`src/rtl/aclock_set_if.sv`:
```
// Button inputs and BCD digit / load-strobe outputs of the aclock time/alarm entry controller.
interface aclock_set_if;
    logic       btn_mode;
    logic       btn_inc;
    logic       btn_set;
    logic       sel_alarm;
    logic [1:0] H_in1;
    logic [3:0] H_in0;
    logic [3:0] M_in1;
    logic [3:0] M_in0;
    logic       LD_time;
    logic       LD_alarm;
    logic       edit_active;
    logic [3:0] cursor;

    modport master (
        output btn_mode, btn_inc, btn_set, sel_alarm,
        input  H_in1, H_in0, M_in1, M_in0, LD_time, LD_alarm, edit_active, cursor
    );

    modport slave (
        input  btn_mode, btn_inc, btn_set, sel_alarm,
        output H_in1, H_in0, M_in1, M_in0, LD_time, LD_alarm, edit_active, cursor
    );
endinterface

```
`src/rtl/aclock_set_ctrl.sv`:
```
// Turns three raw buttons into legal 24-hour BCD digits plus one-cycle LD_time/LD_alarm strobes:
// per-button synchroniser and debounce, digit-cursor FSM, BCD increment with wrap and clamp.
module aclock_set_ctrl #(
    parameter int DEBOUNCE_CYCLES = 3,
    parameter int TIMEOUT_CYCLES  = 200
) (
    input  logic        clk,
    input  logic        reset,
    aclock_set_if.slave bus_if
);
    typedef enum logic [2:0] {
        S_IDLE,
        S_EDIT_H1,
        S_EDIT_H0,
        S_EDIT_M1,
        S_EDIT_M0,
        S_COMMIT
    } state_e;

    localparam int BTN_MODE = 0;
    localparam int BTN_INC  = 1;
    localparam int BTN_SET  = 2;

    localparam int DB_W  = $clog2(DEBOUNCE_CYCLES + 1);
    localparam int TMO_W = $clog2(TIMEOUT_CYCLES + 1);
    localparam logic [DB_W-1:0]  DB_LAST  = DB_W'(DEBOUNCE_CYCLES - 1);
    localparam logic [TMO_W-1:0] TMO_LAST = TMO_W'(TIMEOUT_CYCLES - 1);

    // ------------------------------------------------------------------
    // Input conditioning
    // ------------------------------------------------------------------
    logic [2:0]      raw;
    logic [2:0]      sync1_q, sync2_q;
    logic [2:0]      db_q, db_d;
    logic [2:0]      press_q, press_d;
    logic [DB_W-1:0] cnt_q [3];
    logic [DB_W-1:0] cnt_d [3];

    assign raw = {bus_if.btn_set, bus_if.btn_inc, bus_if.btn_mode};

    always_comb begin
        // NOTE: every output of a combinational block gets a default first so no path leaves it unassigned and infers a latch.
        db_d    = db_q;
        press_d = '0;
        for (int b = 0; b < 3; b++) begin
            cnt_d[b] = '0;
            // A gap in the mismatch leaves cnt_d at zero, restarting the count.
            if (sync2_q[b] != db_q[b]) begin
                if (cnt_q[b] == DB_LAST) begin
                    db_d[b]    = sync2_q[b];
                    press_d[b] = sync2_q[b];
                end else begin
                    cnt_d[b] = cnt_q[b] + DB_W'(1);
                end
            end
        end
    end

    // NOTE: sequential state uses non-blocking assignments so every register samples pre-edge values, independent of block order.
    always_ff @(posedge clk) begin
        if (reset) begin
            sync1_q <= '0;
            sync2_q <= '0;
            db_q    <= '0;
            press_q <= '0;
            // NOTE: this counter array is three small registers, not a RAM, so clearing it in reset is cheap and required.
            for (int b = 0; b < 3; b++) cnt_q[b] <= '0;
        end else begin
            sync1_q <= raw;
            sync2_q <= sync1_q;
            db_q    <= db_d;
            press_q <= press_d;
            cnt_q   <= cnt_d;
        end
    end

    // Priority SET > MODE > INC; lower-priority events in the same cycle are dropped.
    logic ev_set, ev_mode, ev_inc, any_ev;
    assign ev_set  = press_q[BTN_SET];
    assign ev_mode = press_q[BTN_MODE] & ~press_q[BTN_SET];
    assign ev_inc  = press_q[BTN_INC] & ~press_q[BTN_SET] & ~press_q[BTN_MODE];
    assign any_ev  = |press_q;

    // ------------------------------------------------------------------
    // Cursor FSM
    // ------------------------------------------------------------------
    state_e           state_q, state_d;
    logic             is_edit;
    logic [TMO_W-1:0] tmo_q, tmo_d;

    assign is_edit = state_q inside {S_EDIT_H1, S_EDIT_H0, S_EDIT_M1, S_EDIT_M0};
    assign tmo_d   = (is_edit && !any_ev) ? tmo_q + TMO_W'(1) : '0;

    always_ff @(posedge clk) begin
        if (reset) begin
            state_q <= S_IDLE;
            tmo_q   <= '0;
        end else begin
            state_q <= state_d;
            tmo_q   <= tmo_d;
        end
    end

    always_comb begin
        state_d = state_q;
        case (state_q)
            S_IDLE: if (ev_mode) state_d = S_EDIT_H1;
            S_EDIT_H1, S_EDIT_H0, S_EDIT_M1, S_EDIT_M0: begin
                if (ev_set) begin
                    state_d = S_COMMIT;
                end else if (ev_mode) begin
                    case (state_q)
                        S_EDIT_H1: state_d = S_EDIT_H0;
                        S_EDIT_H0: state_d = S_EDIT_M1;
                        S_EDIT_M1: state_d = S_EDIT_M0;
                        default:   state_d = S_EDIT_H1;
                    endcase
                end else if (!any_ev && tmo_q == TMO_LAST) begin
                    state_d = S_IDLE;
                end
            end
            S_COMMIT: state_d = S_IDLE;
            default:  state_d = S_IDLE;
        endcase
    end

    // ------------------------------------------------------------------
    // Working digits and target
    // ------------------------------------------------------------------
    logic [1:0] h1_q, h1_d;
    logic [3:0] h0_q, h0_d, m1_q, m1_d, m0_q, m0_d;
    logic       target_q, target_d;

    always_comb begin
        h1_d     = h1_q;
        h0_d     = h0_q;
        m1_d     = m1_q;
        m0_d     = m0_q;
        target_d = target_q;
        if (state_q == S_IDLE && ev_mode) target_d = bus_if.sel_alarm;
        if (ev_inc) begin
            case (state_q)
                S_EDIT_H1: begin
                    if (h1_q == 2'd2) begin
                        h1_d = 2'd0;
                    end else begin
                        h1_d = h1_q + 2'd1;
                        // Entering the 20s: hours units above 3 would be illegal.
                        if (h1_q == 2'd1 && h0_q > 4'd3) h0_d = 4'd3;
                    end
                end
                S_EDIT_H0: h0_d = (h0_q == ((h1_q == 2'd2) ? 4'd3 : 4'd9)) ? 4'd0 : h0_q + 4'd1;
                S_EDIT_M1: m1_d = (m1_q == 4'd5) ? 4'd0 : m1_q + 4'd1;
                S_EDIT_M0: m0_d = (m0_q == 4'd9) ? 4'd0 : m0_q + 4'd1;
                default: ;
            endcase
        end
    end

    always_ff @(posedge clk) begin
        if (reset) begin
            h1_q     <= '0;
            h0_q     <= '0;
            m1_q     <= '0;
            m0_q     <= '0;
            target_q <= 1'b0;
        end else begin
            h1_q     <= h1_d;
            h0_q     <= h0_d;
            m1_q     <= m1_d;
            m0_q     <= m0_d;
            target_q <= target_d;
        end
    end

    // ------------------------------------------------------------------
    // Registered outputs, decoded from the next state
    // ------------------------------------------------------------------
    logic       edit_active_q, edit_active_d;
    logic [3:0] cursor_q, cursor_d;
    logic       ld_time_q, ld_time_d;
    logic       ld_alarm_q, ld_alarm_d;

    always_comb begin
        edit_active_d = 1'b0;
        cursor_d      = 4'b0000;
        ld_time_d     = 1'b0;
        ld_alarm_d    = 1'b0;
        case (state_d)
            S_EDIT_H1: begin edit_active_d = 1'b1; cursor_d = 4'b1000; end
            S_EDIT_H0: begin edit_active_d = 1'b1; cursor_d = 4'b0100; end
            S_EDIT_M1: begin edit_active_d = 1'b1; cursor_d = 4'b0010; end
            S_EDIT_M0: begin edit_active_d = 1'b1; cursor_d = 4'b0001; end
            S_COMMIT: begin
                ld_time_d  = ~target_d;
                ld_alarm_d = target_d;
            end
            default: ;
        endcase
    end

    always_ff @(posedge clk) begin
        if (reset) begin
            edit_active_q <= 1'b0;
            cursor_q      <= '0;
            ld_time_q     <= 1'b0;
            ld_alarm_q    <= 1'b0;
        end else begin
            edit_active_q <= edit_active_d;
            cursor_q      <= cursor_d;
            ld_time_q     <= ld_time_d;
            ld_alarm_q    <= ld_alarm_d;
        end
    end

    assign bus_if.H_in1       = h1_q;
    assign bus_if.H_in0       = h0_q;
    assign bus_if.M_in1       = m1_q;
    assign bus_if.M_in0       = m0_q;
    assign bus_if.LD_time     = ld_time_q;
    assign bus_if.LD_alarm    = ld_alarm_q;
    assign bus_if.edit_active = edit_active_q;
    assign bus_if.cursor      = cursor_q;
endmodule

```
`src/flat_wrapper.sv`:
```
// flat-port wrapper written by rule: the top's interface ports become plain ports
module aclock_set_ctrl_flat 
#(
    parameter int DEBOUNCE_CYCLES = 3,
    parameter int TIMEOUT_CYCLES  = 200
)
  (clk, reset, bus_if_btn_mode, bus_if_btn_inc, bus_if_btn_set, bus_if_sel_alarm, bus_if_H_in1, bus_if_H_in0, bus_if_M_in1, bus_if_M_in0, bus_if_LD_time, bus_if_LD_alarm, bus_if_edit_active, bus_if_cursor);
  aclock_set_if bus_if_i ();
  input  logic clk;
  input  logic reset;
  input wire logic [$bits(bus_if_i.btn_mode)-1:0] bus_if_btn_mode;
  input wire logic [$bits(bus_if_i.btn_inc)-1:0] bus_if_btn_inc;
  input wire logic [$bits(bus_if_i.btn_set)-1:0] bus_if_btn_set;
  input wire logic [$bits(bus_if_i.sel_alarm)-1:0] bus_if_sel_alarm;
  output wire logic [$bits(bus_if_i.H_in1)-1:0] bus_if_H_in1;
  output wire logic [$bits(bus_if_i.H_in0)-1:0] bus_if_H_in0;
  output wire logic [$bits(bus_if_i.M_in1)-1:0] bus_if_M_in1;
  output wire logic [$bits(bus_if_i.M_in0)-1:0] bus_if_M_in0;
  output wire logic [$bits(bus_if_i.LD_time)-1:0] bus_if_LD_time;
  output wire logic [$bits(bus_if_i.LD_alarm)-1:0] bus_if_LD_alarm;
  output wire logic [$bits(bus_if_i.edit_active)-1:0] bus_if_edit_active;
  output wire logic [$bits(bus_if_i.cursor)-1:0] bus_if_cursor;
  assign bus_if_i.btn_mode = bus_if_btn_mode;
  assign bus_if_i.btn_inc = bus_if_btn_inc;
  assign bus_if_i.btn_set = bus_if_btn_set;
  assign bus_if_i.sel_alarm = bus_if_sel_alarm;
  assign bus_if_H_in1 = bus_if_i.H_in1;
  assign bus_if_H_in0 = bus_if_i.H_in0;
  assign bus_if_M_in1 = bus_if_i.M_in1;
  assign bus_if_M_in0 = bus_if_i.M_in0;
  assign bus_if_LD_time = bus_if_i.LD_time;
  assign bus_if_LD_alarm = bus_if_i.LD_alarm;
  assign bus_if_edit_active = bus_if_i.edit_active;
  assign bus_if_cursor = bus_if_i.cursor;
  aclock_set_ctrl #(.DEBOUNCE_CYCLES(DEBOUNCE_CYCLES), .TIMEOUT_CYCLES(TIMEOUT_CYCLES)) u_core (.clk(clk), .reset(reset), .bus_if(bus_if_i));
endmodule
```
`config.mk`:
```
export PLATFORM = sky130hd
export DESIGN_NAME = aclock_set_ctrl_flat
export DESIGN_NICKNAME = d
export VERILOG_FILES = /design/src/rtl/aclock_set_if.sv /design/src/rtl/aclock_set_ctrl.sv /design/src/flat_wrapper.sv
export SDC_FILE = /design/constraint.sdc
export NUM_CORES = 1
export LEC_CHECK = 0
export BUFFER_PORTS_ARGS = -buffer_cell sky130_fd_sc_hd__buf_4
export CAP_MARGIN = 30
export CELL_PAD_IN_SITES_DETAIL_PLACEMENT = 1
export CELL_PAD_IN_SITES_GLOBAL_PLACEMENT = 2
export CORE_UTILIZATION = 40
export CTS_BUF_LIST = sky130_fd_sc_hd__clkbuf_4 sky130_fd_sc_hd__clkbuf_8
export CTS_CLUSTER_DIAMETER = 120
export DETAILED_ROUTE_END_ITERATION = 8
export GPL_ROUTABILITY_DRIVEN = 0
export PLACE_DENSITY_LB_ADDON = 0.2
export REMOVE_ABC_BUFFERS = 1
export SLEW_MARGIN = 20
export SYNTH_ARGS = -nofsm -noshare
export SYNTH_HDL_FRONTEND = slang
export SYNTH_SLANG_ARGS = --single-unit
```
`constraint.sdc`:
```
create_clock -name clk -period 2.2 [get_ports clk]
set_input_delay 0.11 -clock clk [delete_from_list [all_inputs] [get_ports clk]]
set_output_delay 0.11 -clock clk [all_outputs]
set_load 0.02 [all_outputs]
```
Yosys cells after proc, flatten, opt, wreduce, memory -nomap -nowiden
Index checks and enable logic that the tools add are counted.
Cells by class
  $add $sub $neg: 8
  $mul: 0
  divide/modulo/power cells: 0
  order comparisons: 1
  equal/unequal tests: 23
  shifts and indexed selects: 0
  multiplexer cells: 17
  bitwise gates (word level): 14
  reductions and logical operators: 26
Operators by type and width (number)
  $mux 4: 6
  $reduce_or 3->1: 7
  $pmux 4 s4: 1
  $add 4x1->4 const B: 3
  $eq 3x2->1 const B: 4
  $mux 3: 4
  $reduce_and 2->1: 6
  $not 1->1: 11
  $eq 3x3->1 const B: 3
  $pmux 3 s3: 1
  $add 2x1->2 const B: 4
  $add 8x1->8 const B: 1
  $eq 2x2->1 const B: 4
  $eq 8x8->1 const B: 1
  $pmux 4 s2: 1
  $reduce_or 4->1: 2
  $eq 3x1->1 const B: 2
  $pmux 3 s2: 1
  $eq 4x3->1 const B: 1
  $eq 4x4->1: 1
  $eq 4x4->1 const B: 1
  $gt 4x2->1 const B: 1
  $logic_and 1x1->1: 4
  $ne 2x2->1 const B: 2
  other kinds (11): 17
Word-level totals
  register bits after elaboration: 51
  bits in latches: 0
  memory bits (writable): 0
  bits in read-only memories: 0
  input port bits: 6
  logic and storage cells: 111
  memories kept: 0

Logic depth before layout (Yosys ltp)
Gate-level depths: netlist of run 1.
  depth in word-level cells: 10
  depth in mapped cells: 5
  mapped depth without buffers: 5

Worst setup path after synthesis of run 1
No wires, ideal clock.
  path type: reg-to-reg
  from: register u_core.press_q[0]
  to: register u_core.h0_q[1] (netlist: u_core.bus_if.H_in0[1])
  setup time: 0.086 ns
  data arrival time: 1.429 ns
  data required time: 2.114 ns
  setup slack: 0.685 ns
  cell stages (with the launch flop): 5
  period minus slack after synthesis: 1.515 ns
  cell sequence: dfxtp_1 buf_6 or3b_4 or3_4 a221oi_2
On the way
  word-level cells in the longest chain between the ends: 3
Ends and longest elaborated chain
  from (decl): RTL line aclock_set_ctrl.sv:35  | logic [2:0] press_q, press_d;
  from (signal assigned): RTL line aclock_set_ctrl.sv:72  | press_q <= press_d;
  $not 1->1: RTL line aclock_set_ctrl.sv:81  | assign ev_inc = press_q[BTN_INC] & ~press_q[BTN_SET] & ~press_q[BTN_MODE];
  $and 1x1->1: RTL line aclock_set_ctrl.sv:81
  $reduce_and 4->1 (no source line)
  to (signal assigned): RTL line aclock_set_ctrl.sv:163  | h0_q <= '0;
  to (signal assigned): RTL line aclock_set_ctrl.sv:169  | h0_q <= h0_d;
  to (decl): RTL line aclock_set_ctrl.sv:131  | logic [3:0] h0_q, h0_d, m1_q, m1_d, m0_q, m0_d;
Every way passes these cells.
A chain may end at the register's enable or synchronous reset.

Worst setup path in the final report of run 1
  from: register u_core.tmo_q[2]
  to: register u_core.cursor_q[3] (netlist: u_core.bus_if.cursor[3])
On the way
  word-level cells in the longest chain between the ends: 8
Ends and longest elaborated chain
  from (decl): RTL line aclock_set_ctrl.sv:89  | logic [TMO_W-1:0] tmo_q, tmo_d;
  from (signal assigned): RTL line aclock_set_ctrl.sv:100  | tmo_q <= tmo_d;
  $eq 8x8->1 (*): RTL line aclock_set_ctrl.sv:118  | end else if (!any_ev && tmo_q == TMO_LAST) begin
  $logic_and 1x1->1 (*): RTL line aclock_set_ctrl.sv:118
  $mux 3 (*): RTL line aclock_set_ctrl.sv:118
  $mux 3 (*): RTL line aclock_set_ctrl.sv:111  | end else if (ev_mode) begin
  $mux 3 (*): RTL line aclock_set_ctrl.sv:109  | if (ev_set) begin
  $pmux 3 s2 (*): RTL line aclock_set_ctrl.sv:106  | case (state_q)
  $eq 3x3->1, or another cell as far along: RTL line aclock_set_ctrl.sv:189  | case (state_d)
  $pmux 4 s4 (*): RTL line aclock_set_ctrl.sv:189
  to (signal assigned): RTL line aclock_set_ctrl.sv:210  | cursor_q <= cursor_d;
  to (decl): RTL line aclock_set_ctrl.sv:180  | logic [3:0] cursor_q, cursor_d;
Every way passes the cells marked *; elsewhere a longest branch is shown, timed or not.

==> results of run 1 <==
synth_stat cells (all sizes together) (5+ instances only):
library cell / number / area share (%)
a21oi: 9 / 2.0
and3: 5 / 1.4
clkbuf: 5 / 0.85
dfxtp: 51 / 46
ha: 5 / 2.8
inv: 9 / 1.5
mux2i: 5 / 2.3
nand2: 11 / 1.9
nand3: 6 / 1.4
nor2: 36 / 6.1
nor2b: 12 / 3.4
nor3: 5 / 1.1
o21ai: 7 / 1.6
or3: 7 / 2.2
xnor2: 7 / 2.8
xor2: 7 / 2.8
final cells by class:
type	count	area (µm²)	share of cell area [%]
multi-input cells	169	1111	42.19
repair buffers	31	240.2	9.121
well taps	70	87.58	3.325
flip-flops and latches	51	1021	38.76
clock buffers	5	68.82	2.613
inverters	9	33.78	1.283
clock inverters	3	71.32	2.708
registers in the layout (all words and copies together) (netlist names):
name and flops:
u_core.bus_if.H_in1 2, u_core.target_q 1, u_core.cnt_q 6, u_core.bus_if.M_in0 4
u_core.state_q 3, u_core.bus_if.edit_active 1, u_core.press_q 3, u_core.sync2_q 3
u_core.bus_if.LD_time 1, u_core.bus_if.H_in0 4, u_core.sync1_q 3, u_core.db_q 3
u_core.bus_if.M_in1 4, u_core.bus_if.LD_alarm 1, u_core.tmo_q 8, u_core.bus_if.cursor 4
through the flow:
step / hold slack (ns) / total power [mW] / util [%] / cells
floorplan: 0.1762 / 0.9646 / - / 229
global placement: 0.3217 / 0.9835 / 47.33 / 327
detailed placement: 0.3267 / 0.9846 / 47.33 / 327
CTS: 0.08788 / 1.786 / 50.60 / 338
global route: 0.09781 / 1.821 / 50.60 / 338
finish: 0.08189 / 1.764 / 50.60 / 338
worst max-delay path, cell delays in order, from the launching register on:
cell	delay (ns)
dfxtp_1	0.41
nor4b_1	0.38
nand2_1	0.24
a32oi_1	0.42
and4_1	0.25
path summary, 6_finish.rpt:
check                        start                 endpoint  slack [ns]  depth (start not counted)
setup / recovery   u_core.tmo_q[2]  u_core.bus_if.cursor[3]        0.44                          4
hold / removal    bus_if_sel_alarm          u_core.target_q        0.08                          3
setup reg to reg   u_core.tmo_q[2]  u_core.bus_if.cursor[3]        0.44                          4
hold reg to reg    u_core.cnt_q[0]          u_core.cnt_q[0]        0.42                          1
power by group:
part           switching, mW  leakage [nW]  internal [mW]
clock                  0.336        0.0703          0.462
sequential           0.00312         0.412          0.929
combinational         0.0174         0.540         0.0168
logic make-up (layout without fill, tap and decap cells):
group	Yosys count	after routing	share of synthesized area, %
multiplexers	5	5	2.263
AO/OA/AOI/OAI	33	33	10.69
AND/OR/NAND/NOR	112	112	28.90
flip-flops	51	51	46.15
adder cells (fa/ha/maj)	5	5	2.828
XOR/XNOR	14	14	5.543
buffers and inverters	18	48	3.620
metal layers:
metal  routed length (µm)  part of all wire, %  global-route usage, %  vias to the layer above
li1                     -                    -                      -                      890
met1                 2238                   48                  20.61                      862
met2                 2237                   48                  29.37                       26
met3                  130                  2.8                  3.234                        7
met4                   67                  1.4                  5.769                        0
met5                    0                    0                      0                        -
==> results.ini, run 1 <==
[status]
status = complete, no violations

[die]
io-pin-count = 27
die_area_um2 = 5832
start_util_pct = 42.50
core-area_um2 = 5205
row_count = 26
die_y_um = 76.37
die_width_um = 76.37

[detailed_routing]
drc = 0
wire_per_inst_um = 13.83
vias = 1785
viasPerCell = 5.281
drtPass1Iterations = 4
first_iter_violations = 76
drtAntennaViolNets = 0
wirelength_mm = 4.673

[setup_path]
start_kind = flop
required_ns = 2.46
worstPathArrival_ns = 2.02
path_max_fanout = 5
endpoint_kind = flop
path_class = flop to flop

[timing]
worst_slack_ns = 0.4385
maxSlewViolCount = 0
setup_tns_ns = 0
worst_pin_slew_ns = 0.4909
finalHoldViolCount = 0
fmax_ghz = 0.5677
setup_violations = 0
fin_worst_skew_ns = 0.004514
period_share_pct = 80.07
rsz0062_at_grt = false
fin_crit_ns = 1.761
slew-limit-headroom_pct = 67.23

[clock_tree]
htreeDepth = 2
cts_resized = 0
ctsHoldBuffers = 3
root_buffer = clkbuf_8
cts_max_path_buffers = 2
cts_setup_buffers = 0
cts_tree = yes
cts.sinks = 51
cts_made_buffers = 5
clkSlewWorstSetupHoldPaths_ns = 0.10
clk_latency_ns = 0.31

[job]
max_cap_viol_count = 0

[final_layout]
final_cell_mix = 51 x dfxtp_1, 36 x nor2_1, 28 x buf_4, 12 x nor2b_1, 11 x nand2_1
drive_above_1_share_pct = 15.67
syn_to_final_growth_pct = 19.06
nets = 278
final_area_um2 = 2634
final_common_cell = dfxtp_1
final.fill_count = 616
diodes = 0

[placed_design]
io_buffers = 26
dpl-instance-area_um2 = 2464
pre_cts_slack_ns = 0.4717
place_hpwl_mm = 3.078

[global_route]
gr-total-overflow = 0
grt_first_pass_wirelength_mm = 7.921
grt_max_degree = 40
grt_usage_pct = 16.84
grt_pass1_vias = 1748
antenna_found_initial = 0

[yosys]
syn_area_per_cell_um2 = 9.295
async_reset_ff_share_pct = 0
yosysWarnings = 0
yosys.cell_types.count = 55
synthFlopType = dfxtp_1
synth_seq_cells = 51
postSynthCellCount = 238
seq_area_frac_synth_pct = 46.15
synth_edf_count = 0
synth_area_um2 = 2212

[power_and_ir_drop]
ir_drop_uv = 354.5
power.density_nw_per_um2 = 669.7
power_leakage_nw = 1.022

[hold_path]
min_path_type = primary input to flop

Power figures use the tool's default switching activity.
==> run 2: changes to the inputs <==
--- a/config.mk
+++ b/config.mk
@@ -9,7 +9,7 @@
 export CAP_MARGIN = 30
 export CELL_PAD_IN_SITES_DETAIL_PLACEMENT = 1
 export CELL_PAD_IN_SITES_GLOBAL_PLACEMENT = 2
-export CORE_UTILIZATION = 40
+export CORE_UTILIZATION = 33
 export CTS_BUF_LIST = sky130_fd_sc_hd__clkbuf_4 sky130_fd_sc_hd__clkbuf_8
 export CTS_CLUSTER_DIAMETER = 120
 export DETAILED_ROUTE_END_ITERATION = 8
==> constraint.sdc (replaced) <==
create_clock -name clk -period 1.5 [get_ports clk]
set_input_delay 0.075 -clock clk [delete_from_list [all_inputs] [get_ports clk]]
set_output_delay 0.075 -clock clk [all_outputs]
set_load 0.02 [all_outputs]
==> run 2 against run 1 <==
Compared with the run above:
- the flow now finishes with violations (DRC, setup timing)
- cell count up 12%
- non-clock buffer count up 35
- worst hold slack worse by 0.035 ns
- design area up 13%
- core utilization down 4.1 points
- clock skew up 0.0046 ns
==> results.ini, run 2 (synthesis results as in run 1) <==
[placed_design]
dpl-instance-area_um2 = 2720
io_buffers = 26
place_hpwl_mm = 3.751
dp_cells = 367

[global_route]
grt_usage_pct = 15.63
grt_pass1_vias = 1917
antenna_found_initial = 0
grt_max_degree = 30
grt_first_pass_wirelength_mm = 8.735
gr-total-overflow = 0

[final_layout]
final_area_um2 = 2988
largest_register_ffs = 8
regMostFlops = u_core.tmo_q
diodes = 0
nets = 313
final.fill_count = 745
post-route-util_pct = 46.52
stdcell_count = 380
syn_to_final_growth_pct = 35.07
final_common_cell = buf_4
largest_registers = u_core.tmo_q (8), u_core.cnt_q (6)
final_cell_mix = 62 x buf_4, 43 x dfxtp_1, 33 x nor2_1, 12 x nor2b_1, 10 x nand2_1
drive_above_1_share_pct = 33.66

[die]
die_width_um = 83.88
die_area_um2 = 7035
die_y_um = 83.88
io-pin-count = 27
core-area_um2 = 6422
start_util_pct = 34.44
row_count = 29

[hold_path]
hp-start = bus_if_sel_alarm
min_path_type = primary input to flop

[timing]
worst_slack_ns = -0.02960
worst_pin_slew_ns = 0.3366
slew-limit-headroom_pct = 77.32
finalHoldViolCount = 0
period_share_pct = 102.0
setup_violations = 2
fmax_ghz = 0.6538
rsz0062_at_grt = true
fin_worst_skew_ns = 0.009074
fin_crit_ns = 1.530
maxSlewViolCount = 0

[detailed_routing]
viasPerCell = 5.034
drtPass1Iterations = 6
vias = 1913
first_iter_violations = 73
wirelength_mm = 5.171
drtAntennaViolNets = 0
wire_per_inst_um = 13.61
drc = 4

[power_and_ir_drop]
ir_drop_uv = 538.9
power.density_nw_per_um2 = 739.5
fin_total_pwr_mw = 2.209
power_leakage_nw = 1.193

[setup_path]
path_max_fanout = 7
startpoint = u_core.press_q[2]
path_class = flop to flop
start_kind = flop
worstPathArrival_ns = 1.75
r2r-start = u_core.press_q[2]
endpoint_kind = flop
required_ns = 1.72

[clock_tree]
clkSlewWorstSetupHoldPaths_ns = 0.10
clk_latency_ns = 0.31
cts_max_path_buffers = 2
cts_made_buffers = 5
root_buffer = clkbuf_8
cts_tree = yes
htreeDepth = 2
cts.sinks = 51

[status]
status = finished with violations
failed_checks = DRC, setup timing

[job]
max_cap_viol_count = 0

-- run 2: changes by cell type in the layout (fill, tap and decap cells not counted), sizes merged --
cell,change
buf,+35
clkinv,+2
bufinv,-2
-- run 2: critical path, cell delays in order, from the launching register on --
cell and delay (ns):
dfxtp_4 0.37, or3b_4 0.40, or3_4 0.39, o32ai_1 0.27
-- run 2: layer usage --
layer  global-route usage, %  routed length, µm  vias to the layer above
met5                       0                  0                        -
met4                   6.113                 79                        0
met3                   3.264                135                        5
met2                   26.15               2476                       27
met1                   19.64               2480                      921
li1                        -                  -                      960
-- run 2: path summary, 6_finish.rpt --
check / to / slack, ns / depth (start not counted)
worst max-delay path: u_core.bus_if.H_in0[2] / -0.03 / 3
worst max register to register: u_core.bus_if.H_in0[2] / -0.03 / 3
worst min register to register: u_core.cnt_q[0] / 0.42 / 1
worst min-delay path: u_core.target_q / 0.05 / 3
-- run 2: metrics by stage --
step	TNS [ns]	setup slack (ns)	hold WS [ns]
3_3_place_gp	-0.08228	-0.03355	0.2866
5_1_grt	-0.4619	-0.08906	0.08195
4_1_cts	-0.009856	-0.005646	0.06112
3_5_place_dp	-0.8705	-0.1465	0.2917
6_report	-0.03398	-0.02960	0.04706
2_1_floorplan	-0.08058	-0.04127	0.1412
-- run 2: report_power, final --
group	leakage (nW)	switching [mW]	internal (mW)
Combinational	0.727	0.0264	0.0267
Clock	0.0483	0.467	0.329
Sequential	0.417	0.00445	1.36
Total	1.19	0.498	1.71
-- run 2: timing repair --
item	CTS	global route
setup endpoints to repair	13	15
hold buffers	3	0
setup buffers	1	1
resized for setup	15	22
hold endpoints to repair	3	0
pin swaps	1	8
cloned	0	0
-- run 2: cell type report --
| type | instances | area [µm²] | share of cell area, % |
|---|---|---|---|
| Multi-Input combinational cell | 169 | 1222 | 40.91 |
| Sequential cell | 51 | 1041 | 34.84 |
| Timing Repair Buffer | 66 | 506.7 | 16.96 |
| Tap cell | 77 | 96.34 | 3.224 |
| Clock buffer | 5 | 68.82 | 2.303 |
| Inverter | 9 | 33.78 | 1.131 |
| Clock inverter | 3 | 18.77 | 0.6281 |
==> run 3: changes to the inputs <==
--- a/config.mk
+++ b/config.mk
@@ -5,7 +5,7 @@
 export SDC_FILE = /design/constraint.sdc
 export NUM_CORES = 1
 export LEC_CHECK = 0
-export BUFFER_PORTS_ARGS = -buffer_cell sky130_fd_sc_hd__buf_4
+export BUFFER_PORTS_ARGS = -buffer_cell sky130_fd_sc_hd__buf_2
 export CAP_MARGIN = 30
 export CELL_PAD_IN_SITES_DETAIL_PLACEMENT = 1
 export CELL_PAD_IN_SITES_GLOBAL_PLACEMENT = 2
==> run 3 against run 2 <==
Compared with the run above:
- critical path type unchanged
- design area is 2.4% higher
- worst hold slack improved by 0.017 ns
- core utilization rose by 1.1 points
- total power rose by 9.7%
- non-clock buffer count is 7 higher
- the run ends with DRC left
- cell count is 1.8% higher
- clock-buffer cell count grew 1
- largest power group unchanged
- sequential cell count did not move
- critical path depth is the same
- clock skew shrank 0.0040 ns
- combinational power is 3% higher
==> results.ini, run 3 (synthesis results as in run 1) <==
[detailed_routing]
drc = 4
wirelength_mm = 5.408
vias = 1914
drtPass1Iterations = 6
viasPerCell = 4.946
first_iter_violations = 42
wire_per_inst_um = 13.97
drtAntennaViolNets = 0

[timing]
worst_slack_ns = 0.005049
fin_worst_skew_ns = 0.005116
fin_crit_ns = 1.495
timing.hold.ws_ns = 0.06398
setup_violations = 0
rsz0062_at_grt = true
finalHoldViolCount = 0
maxSlewViolCount = 0
fmax_ghz = 0.6689
worst_pin_slew_ns = 0.2914
slew-limit-headroom_pct = 80.31
period_share_pct = 99.66

[die]
die_width_um = 83.88
row_count = 29
die_y_um = 83.88
start_util_pct = 34.44
die_area_um2 = 7035
core-area_um2 = 6422
io-pin-count = 27

[final_layout]
nets = 320
final_common_cell = buf_4
final_cell_mix = 44 x buf_4, 43 x dfxtp_1, 32 x nor2_1, 26 x buf_2, 12 x nor2b_1
diodes = 0
multi_input_area_um2 = 1276
largest_register_ffs = 8
syn_to_final_growth_pct = 38.29
drive_above_1_share_pct = 37.42
final.fill_count = 740
largest_registers = u_core.tmo_q (8), u_core.cnt_q (6)
seqCellArea_um2 = 1041
final_area_um2 = 3059
regMostFlops = u_core.tmo_q

[setup_path]
path_cells = or3b_4, or3_4, a221oi_2
path_class = flop to flop
r2r-start = u_core.press_q[2]
crit_buf_inv = 0
required_ns = 1.72
cp_top_family = simple AND/OR/NAND/NOR gates
cp_slowest_cell = or3_4
start_kind = flop
path_max_fanout = 4
endpoint_kind = flop
startpoint = u_core.press_q[2]
worstPathArrival_ns = 1.72
worst_path_largest_cell_delay_ns = 0.41

[global_route]
grt_max_degree = 18
grt_usage_pct = 16.10
gr-total-overflow = 0
grt_pass1_vias = 1941
grt_first_pass_wirelength_mm = 9.066
antenna_found_initial = 0

[clock_tree]
cts_made_buffers = 5
cts_max_path_buffers = 2
root_buffer = clkbuf_8
cts_tree = yes
htreeDepth = 2
clk_latency_ns = 0.31
clkSlewWorstSetupHoldPaths_ns = 0.09
cts.sinks = 51

[power_and_ir_drop]
power.density_nw_per_um2 = 792.0
ir_drop_uv = 444.2
power_leakage_nw = 1.263

[placed_design]
place_hpwl_mm = 3.848
pre_cts_slack_ns = -0.1060
io_buffers = 26
dpl-instance-area_um2 = 2670

[hold_path]
hp-start = bus_if_sel_alarm
min_path_type = primary input to flop

[status]
failed_checks = DRC
status = finished with violations

[job]
max_cap_viol_count = 0

-- run 3: tightest hold or removal path, delay by kind of cell --
kind | cells | cell delay, ns
muxes | 1 | 0.08
and+or+nand+nor | 1 | 0.09
buffers and inverters | 1 | 0.09
-- run 3: path summary, 6_finish.rpt --
check / end / slack (ns) / cells past startpoint
min reg2reg: u_core.cnt_q[2] / 0.42 / 1
min: u_core.target_q / 0.06 / 3
max reg2reg: u_core.bus_if.H_in0[1] / 0.005 / 3
max: u_core.bus_if.H_in0[1] / 0.005 / 3
-- run 3: cell type report --
cell class,count,share of cell area [%]
clock buffer,6,2.699
clock inverter,2,1.145
inverter,9,1.227
multi-input combinational,169,41.72
sequential,51,34.03
tap,77,3.149
timing repair buffer,73,16.03
-- run 3: what timing repair did --
| action | 4_1_cts | 5_1_grt |
|---|---|---|
| endpoints found under the setup margin | 13 | 17 |
| gates resized for setup | 18 | 30 |
| buffers inserted | 4 | 3 |
| hold buffers | 3 | 0 |
| endpoints found under the hold margin | 3 | 0 |
| pin swaps | 6 | 4 |
| gates cloned | 0 | 0 |
-- run 3: power breakdown --
group	switching (mW)	internal (mW)	leakage (nW)
registers	0.00462	1.36	0.417
clock network	0.468	0.541	0.0612
logic	0.0283	0.0264	0.784
-- run 3: layer usage --
layer	track usage, %	part of all wire (%)	up-vias	routed length [µm]
met5	0	0	-	0
met4	5.643	1.4	0	74
met3	3.264	2.0	5	109
met2	26.68	48	20	2583
met1	20.75	49	916	2641
li1	-	-	973	-
-- run 3: per-stage QoR --
step / utilization (%) / std cells / power [mW] / setup TNS [ns]
finish: 47.63 / 387 / 2.423 / 0
detailed placement: 41.57 / 369 / 1.448 / -0.6270
global placement: 41.57 / 369 / 1.447 / -0.1409
floorplan: - / 229 / 1.415 / -0.08058
global route: 47.63 / 387 / 2.529 / -0.4258
CTS: 45.08 / 384 / 2.469 / -0.02336
